File: src/rtl/cla_multicycle_add_ctrl.sv
// Wide add/subtract built from one 4-bit carry-lookahead slice, stepped LSB nibble
// first over WIDTH/4 cycles, with valid/ready handshakes on both sides.
module cla_multicycle_add_ctrl #(
  parameter int WIDTH = 16
) (
  input  logic             clk,
  input  logic             rst_n,
  input  logic             in_valid,
  output logic             in_ready,
  input  logic [WIDTH-1:0] in_a,
  input  logic [WIDTH-1:0] in_b,
  input  logic             in_sub,
  input  logic             in_cin,
  output logic             out_valid,
  input  logic             out_ready,
  output logic [WIDTH-1:0] out_sum,
  output logic             out_cout,
  output logic             out_ovf,
  output logic             busy
);

  localparam int NSLICE = WIDTH / 4;
  localparam int IDX_W  = $clog2(NSLICE);
  localparam logic [IDX_W-1:0] LAST_IDX = IDX_W'(NSLICE - 1);

  typedef enum logic [1:0] {
    S_IDLE,
    S_RUN,
    S_DONE
  } state_e;

  state_e           state_q, state_d;
  logic [IDX_W-1:0] idx_q, idx_d;
  logic             carry_q, carry_d;
  logic [WIDTH-1:0] a_q, a_d;
  logic [WIDTH-1:0] b_q, b_d;
  logic [WIDTH-1:0] sum_q, sum_d;
  logic             cout_q, cout_d;
  logic             ovf_q, ovf_d;

  // Operands shift right one nibble per RUN cycle, so the slice always reads bits [3:0].
  logic [3:0] sl_a, sl_b, sl_g, sl_p, sl_sum;
  logic [4:0] sl_c;

  assign sl_a = a_q[3:0];
  assign sl_b = b_q[3:0];
  assign sl_g = sl_a & sl_b;
  assign sl_p = sl_a ^ sl_b;

  assign sl_c[0] = carry_q;
  assign sl_c[1] = sl_g[0] | (sl_p[0] & sl_c[0]);
  assign sl_c[2] = sl_g[1] | (sl_p[1] & sl_g[0]) | (sl_p[1] & sl_p[0] & sl_c[0]);
  assign sl_c[3] = sl_g[2] | (sl_p[2] & sl_g[1]) | (sl_p[2] & sl_p[1] & sl_g[0])
                 | (sl_p[2] & sl_p[1] & sl_p[0] & sl_c[0]);
  assign sl_c[4] = sl_g[3] | (sl_p[3] & sl_g[2]) | (sl_p[3] & sl_p[2] & sl_g[1])
                 | (sl_p[3] & sl_p[2] & sl_p[1] & sl_g[0])
                 | (sl_p[3] & sl_p[2] & sl_p[1] & sl_p[0] & sl_c[0]);
  assign sl_sum  = sl_p ^ sl_c[3:0];

  always_comb begin
    // NOTE: every signal gets its hold value first so no path can infer a latch.
    state_d = state_q;
    idx_d   = idx_q;
    carry_d = carry_q;
    a_d     = a_q;
    b_d     = b_q;
    sum_d   = sum_q;
    cout_d  = cout_q;
    ovf_d   = ovf_q;

    unique case (state_q)
      S_IDLE: begin
        if (in_valid) begin
          a_d     = in_a;
          b_d     = in_sub ? ~in_b : in_b;
          carry_d = in_sub | in_cin;
          idx_d   = '0;
          state_d = S_RUN;
        end
      end
      S_RUN: begin
        a_d     = a_q >> 4;
        b_d     = b_q >> 4;
        carry_d = sl_c[4];
        for (int i = 0; i < NSLICE; i++) begin
          if (idx_q == IDX_W'(i)) sum_d[4*i +: 4] = sl_sum;
        end
        if (idx_q == LAST_IDX) begin
          // On the last slice sl_a[3]/sl_b[3] are the operand MSBs.
          state_d = S_DONE;
          idx_d   = '0;
          cout_d  = sl_c[4];
          ovf_d   = (sl_a[3] == sl_b[3]) && (sl_sum[3] != sl_a[3]);
        end else begin
          idx_d = idx_q + IDX_W'(1);
        end
      end
      S_DONE: begin
        if (out_ready) state_d = S_IDLE;
      end
      default: state_d = S_IDLE;
    endcase
  end

  // NOTE: operand and result registers are reset too, so outputs are defined and no
  // stale carry or partial sum survives an abort.
  always_ff @(posedge clk or negedge rst_n) begin
    if (!rst_n) begin
      state_q <= S_IDLE;
      idx_q   <= '0;
      carry_q <= 1'b0;
      a_q     <= '0;
      b_q     <= '0;
      sum_q   <= '0;
      cout_q  <= 1'b0;
      ovf_q   <= 1'b0;
    end else begin
      // NOTE: non-blocking assignments keep every flop sampling pre-edge values.
      state_q <= state_d;
      idx_q   <= idx_d;
      carry_q <= carry_d;
      a_q     <= a_d;
      b_q     <= b_d;
      sum_q   <= sum_d;
      cout_q  <= cout_d;
      ovf_q   <= ovf_d;
    end
  end

  assign in_ready  = (state_q == S_IDLE);
  assign busy      = (state_q != S_IDLE);
  assign out_valid = (state_q == S_DONE);
  assign out_sum   = sum_q;
  assign out_cout  = cout_q;
  assign out_ovf   = ovf_q;

endmodule

File: config.mk
export PLATFORM = sky130hd
export DESIGN_NAME = cla_multicycle_add_ctrl
export DESIGN_NICKNAME = d
export VERILOG_FILES = /design/src/rtl/cla_multicycle_add_ctrl.sv
export SDC_FILE = /design/constraint.sdc
export NUM_CORES = 1
export LEC_CHECK = 0
export ABC_AREA = 1
export CORE_UTILIZATION = 40
export DETAILED_ROUTE_END_ITERATION = 16
export HOLD_SLACK_MARGIN = 0.05
export PLACE_DENSITY = 0.73
export SETUP_SLACK_MARGIN = 0.3
export SLEW_MARGIN = 15
export SYNTH_ARGS = -nofsm -noshare
export SYNTH_HDL_FRONTEND = slang
export SYNTH_SLANG_ARGS = --single-unit
File: constraint.sdc
create_clock -name clk -period 2.8 [get_ports clk]
set_input_delay 0.28 -clock clk [delete_from_list [all_inputs] [get_ports clk]]
set_output_delay 0.28 -clock clk [all_outputs]
set_load 0.01 [all_outputs]
# --- Yosys cells after proc, flatten, opt, wreduce, memory -nomap -nowiden ---
# Index checks and enable logic that the tools add are counted.
word_totals:
  reg_bits: 55
  inputBits: 38
op_classes:
  mux: 14
  bitwise_logic: 31
  reduce_logical: 11
  n_eq_ne: 10
  add_sub_neg: 1
op_table:
  columns: ["cell", "count"]
  rows:
  - ["case mux 16 bit (2 select lines)", 2]
  - ["two-way mux 16 bit", 3]
  - ["bitwise AND 1 bit", 16]
  - ["inverter 16 bit", 1]
  - ["OR 1 bit", 11]
  - ["two-way mux 2 bit", 5]
  - ["AND reduction 2 bit", 5]
  - ["bitwise XOR 4 bit", 2]
  - ["== test 2 bit, second input constant", 3]
  - ["case mux 2 bit (3 select lines)", 1]
  - ["bitwise AND 4 bit", 1]
  - ["== test 2 x 1 -> 1 bit, second input constant", 2]
  - ["zero test 2 bit", 2]
  - ["inequality test 2 bit, second input constant", 2]
  - ["case mux 2 bit (2 select lines)", 1]
  - ["nonzero test 2 bit", 2]
  - ["AND reduction 3 bit", 1]
  - ["adder 2 x 1 -> 2 bit, second input constant", 1]
  - ["inequality test 2 x 1 -> 1 bit, second input constant", 1]
  - ["case mux 1 bit (2 select lines)", 1]
  - ["== test 1 bit", 1]
  - ["logical AND 1 bit", 1]
  - ["two-way mux 1 bit", 1]
  - ["inequality test 1 bit", 1]

# --- Depth between registers and ports, before layout ---
logic_depth:
  depth_word: 8
  ltp_mapped: 8
  depth_no_buf: 8

# --- Worst setup path after synthesis ---
# Ideal clock, no wire load.
synth_timing:
  kind: "reg2reg"
  from: "reg a_q[1]"
  to: "reg sum_q[11], in the netlist out_sum[11]"
  synth_period_minus_slack_ps: 1357
  t_arrival_ps: 1240
  stages_incl_launch_ff: 8
  required_time_ps: 2682
  path_slack_ps: 1443
  cell_sequence: "dfrtp_1 ha_1 nand2_1 nor2_1 nor2_1 nand3_1 nand3_1 nand2_1"
synth_between:
  elab_chain_len: 6
synth_lines:
  columns: ["item", "line", "text"]
  rows:
  - ["from (decl)", "35", "logic [WIDTH-1:0] a_q, a_d;"]
  - ["from (signal assigned)", "112", "a_q <= '0;"]
  - ["from (signal assigned)", "122", "a_q <= a_d;"]
  - ["bitwise AND 4 bit or bitwise XOR 4 bit (tied branches)", "47, 48", null]
  - ["bitwise AND 1 bit (on tied branches)", "53, 54", null]
  - ["OR 1 bit (tied with other cells)", "53", "assign sl_c[3] = sl_g[2] | (sl_p[2] & sl_g[1]) | (sl_p[2] & sl_p[1] & sl_g[0])"]
  - ["OR 1 bit or bitwise AND 1 bit (tied branches)", "53, 54", null]
  - ["OR 1 bit (*)", "54", "| (sl_p[2] & sl_p[1] & sl_p[0] & sl_c[0]);"]
  - ["bitwise XOR 4 bit (*)", "58", "assign sl_sum = sl_p ^ sl_c[3:0];"]
  - ["to (signal assigned)", "124", "sum_q <= sum_d;"]
  - ["to (decl)", "37", "logic [WIDTH-1:0] sum_q, sum_d;"]
# Every way passes the cells marked *; elsewhere a longest branch is shown, timed or not.
# A chain may end at the register's enable or synchronous reset.

# --- Final worst setup path ---
layout_timing:
  from: "reg state_q[0]"
  to: "out in_ready"
layout_between:
  elab_chain_len: 1
layout_lines:
  columns: ["item", "line", "text"]
  rows:
  - ["from (decl)", "32", "state_e state_q, state_d;"]
  - ["from (signal assigned)", "119", "state_q <= state_d;"]
  - ["zero test 2 bit", "130", "assign in_ready = (state_q == S_IDLE);"]
  - ["to (decl)", "9", "output logic in_ready,"]
# Every way passes these cells.

==> results by group <==
STA
  • TNS Setup: 0 ns
  • RSZ-0062 raised after global routing: false
  • Max Transition Viols Final: 0
  • Final setup viols: 0
  • Minimum clock period: between 1.5 and 2 ns
  • Max_slew headroom: roughly 45%
  • Crit share post-route: 64.2%
  • Setup Skew: 0.00915 ns
  • Fin. Hold Viols: 0
  • Slew @ Worst Pin: between 0.8 and 0.9 ns
  • Max Freq: ~560 MHz

Floorplanning
  • DIE AREA: 7020 sq um
  • Core Box Area: 6390 sq um
  • DIE HEIGHT: 83.8 um
  • Chip width: ~84 um
  • Num ports: 59
  • Num rows: 29
  • Initial core utilization: 41.9%

Clock tree
  • Clock Tree Buf Depth: 2
  • CTS sink count: 55
  • Clock transition at path regs: about 0.11 ns
  • Post-CTS Setup Repair Bufs: 0
  • CTS Hold Bufs: 0
  • Post_cts resized: 0
  • Clock root buffer: clkbuf_8
  • CTS tree: done
  • Htree depth: 2
  • CTS buffer count: 5
  • Clk Latency, worst-skew pair: 0.32 ns

Layout
  • Area grow syn2layout: 27.0%
  • Filler cells: roughly 580
  • Non-filler instance count after layout: approximately 440
  • Share of post-route cells with drive strength above 1: under 10%
  • Post-layout util: between 50% and 60%
  • Diodes inserted: 0
  • Area occupied by registers: around 1400 sq um
  • Nets@finish: just over 400
  • Multi-input combinational cell area: ~1100 sq um

Worst setup path
  • Crit. End Element: output port
  • Critical path fanouts, max: 5
  • Worst Path Buf+Inv: 1
  • Kind of cell adding the most delay to the critical path: buffers and inverters
  • Crit-path max cell delay: roughly 0.56 ns
  • Flop2flop setup slack: 1.24 ns
  • CP arrival: roughly 1.5 ns
  • CP startpoint kind: flip-flop
  • Slowest cell on the critical path: clkdlybuf4s50_1
  • CP Class: reg2out
  • Worst Reg-to-Reg Cells: 5
  • Critical-path cell list: nor2_2 > clkdlybuf4s50_1
  • Worst R2R Start: carry_q
  • Critical Path RT: about 2.5 ns
  • RR Endpoint: out_sum[9]

Outcome
  • Status: finished clean

Routing
  • Initial drt markers: between 80 and 90
  • Drc violations: 0
  • Via count: 2,162
  • Total wire length: 5370 um
  • Vias per cell: ~4.9
  • Antenna viol nets, final: 0
  • WL/cell: about 12 um
  • Drt pass-1 iters: 4

GRT
  • Via count of the first global-routing pass: approximately 2,100
  • Initial antenna violation count: 0
  • GRT overflow: 0
  • Gr usage total: between 10% and 20%
  • First-pass GRT wire length: roughly 9800 um
  • Largest net degree at the start of global routing: 39

Synth
  • Sequential fraction of the synthesis area: around 51%
  • Synthesis Warnings: 0
  • Flops & latches, synth: between 50 and 60
  • Mapped Area: around 2700 sq um
  • Syn_nets: 351
  • Mean Syn Cell Area: between 8 and 9 sq um
  • Synth unique cells: 29
  • Mapped Cells: slightly above 300

Pwr
  • Power Total: about 0.0034 W
  • Peak VDD IR: roughly 0.57 mV
  • PwrDens: 994 nW/um^2
  • Leakage: between 1.5 and 2 nW

Placement
  • Port Buffers: slightly below 60
  • Post-detail-place hpwl: between 3000 and 4000 um
  • GP Congestion: approximately 0.8
  • Placed cells: 433

Min path
  • Hold WC Path Type: in2async

Job
  • Max Cap Viol: 0
==> power by group <==
part | switching [W] | internal [W] | leakage (nW) | total [W]
registers | 0.000204 | 0.00113 | 0.709 | 0.00133
clock network | 0.000275 | 0.000182 | 0.0489 | 0.000457
logic | 0.000905 | 0.000683 | 0.824 | 0.00159
total | 0.00138 | 0.00199 | 1.58 | 0.00338
==> sequential cells by signal (all words and copies together), names as in the netlist <==
| signal | count |
|---|---|
| out_sum | 16 |
| carry_q | 1 |
| state_q | 2 |
| idx_q | 2 |
| a_q | 16 |
| b_q | 16 |
| out_ovf | 1 |
| out_cout | 1 |
==> area by class of cell <==
type | count | area share (%)
sequential | 55 | 40.5
multi-input combinational | 213 | 33.4
tap | 77 | 2.84
clock inverter | 3 | 0.663
inverter | 28 | 3.17
timing repair buffer | 60 | 17.4
clock buffer | 5 | 2.03
==> worst reg2reg max path, cell delays in order, from the launching register on <==
cell and delay [ns]:
dfrtp_1 0.42, inv_1 0.08, fa_1 0.43, xnor2_1 0.37
nand2_1 0.11, nand2_1 0.09
==> cell usage after synthesis <==
cell type,instances,share of area [%]
o221ai_1,1,0.33
o22ai_1,3,0.70
o31ai_1,1,0.28
buf_6,1,0.42
a21oi_1,1,0.19
nor2_1,11,1.5
nand2_2,2,0.47
ha_1,8,3.7
a22oi_1,3,0.84
clkbuf_4,1,0.28
nand4_1,2,0.47
xnor2_1,17,5.6
nor2_4,1,0.42
dfrtp_1,55,51
nand2_1,109,15
nand3b_1,1,0.28
fa_1,1,0.75
a22o_1,4,1.3
nand2_4,1,0.42
inv_4,1,0.23
nor2_2,2,0.47
buf_2,3,0.56
o21ai_1,2,0.37
inv_2,3,0.42
inv_1,24,3.4
o21ai_0,9,1.7
o211ai_1,10,2.8
buf_4,3,0.84
nand3_1,24,4.5
==> metal layers <==
layer	part of all wire, %	track usage, %	vias to the layer above
met3	4.3	3.17	9
met1	46	22.8	1004
li1	-	-	1095
met4	1.6	5.55	0
met2	48	29.0	54
met5	0	0	-
==> metrics by stage <==
| stage | setup slack (ns) | hold slack [ns] | cell area (sq um) |
|---|---|---|---|
| 3_3_place_gp | 1.20 | 0.436 | 3310 |
| 5_1_grt | 0.912 | 0.120 | 3400 |
| 6_report | 1.00 | 0.0535 | 3400 |
| 4_1_cts | 0.990 | 0.0911 | 3400 |
| 3_5_place_dp | 1.17 | 0.436 | 3310 |
| 2_1_floorplan | 1.44 | -0.0156 | 2680 |
==> worst max-delay path by stage <==
stage / endpoint / depth (start not counted) / slack (ns) / from
after global routing: in_ready / 2 / 0.91 / state_q[0]
after floorplan: out_sum[11] / 7 / 1.44 / a_q[1]
after global placement: a_q[15] / 4 / 1.20 / in_valid
final: in_ready / 2 / 1.00 / state_q[0]
after detailed placement: b_q[9] / 6 / 1.17 / in_valid
after CTS: in_ready / 2 / 0.99 / state_q[0]
==> placed cells by master, fill, tap and decap left out, types with 3 or more instances in the layout <==
| cell type | instances |
|---|---|
| a22o_1 | 4 |
| a22oi_1 | 3 |
| clkbuf_8 | 5 |
| clkdlybuf4s50_1 | 57 |
| dfrtp_1 | 55 |
| ha_1 | 8 |
| inv_1 | 24 |
| inv_2 | 3 |
| nand2_1 | 109 |
| nand3_1 | 24 |
| nor2_1 | 11 |
| o211ai_1 | 10 |
| o21ai_0 | 9 |
| o22ai_1 | 3 |
| xnor2_1 | 17 |
==> cell families (layout without fill, tap and decap cells) <==
kind of cell | Yosys count | after routing | share of synthesized area (%)
simple gates | 153 | 153 | 23.9
fa+ha+maj | 9 | 9 | 4.49
buf+inv | 36 | 96 | 6.13
compound gates | 34 | 34 | 8.51
flops | 55 | 55 | 51.4
xor+xnor | 17 | 17 | 5.57
Power figures use the tool's default switching activity.
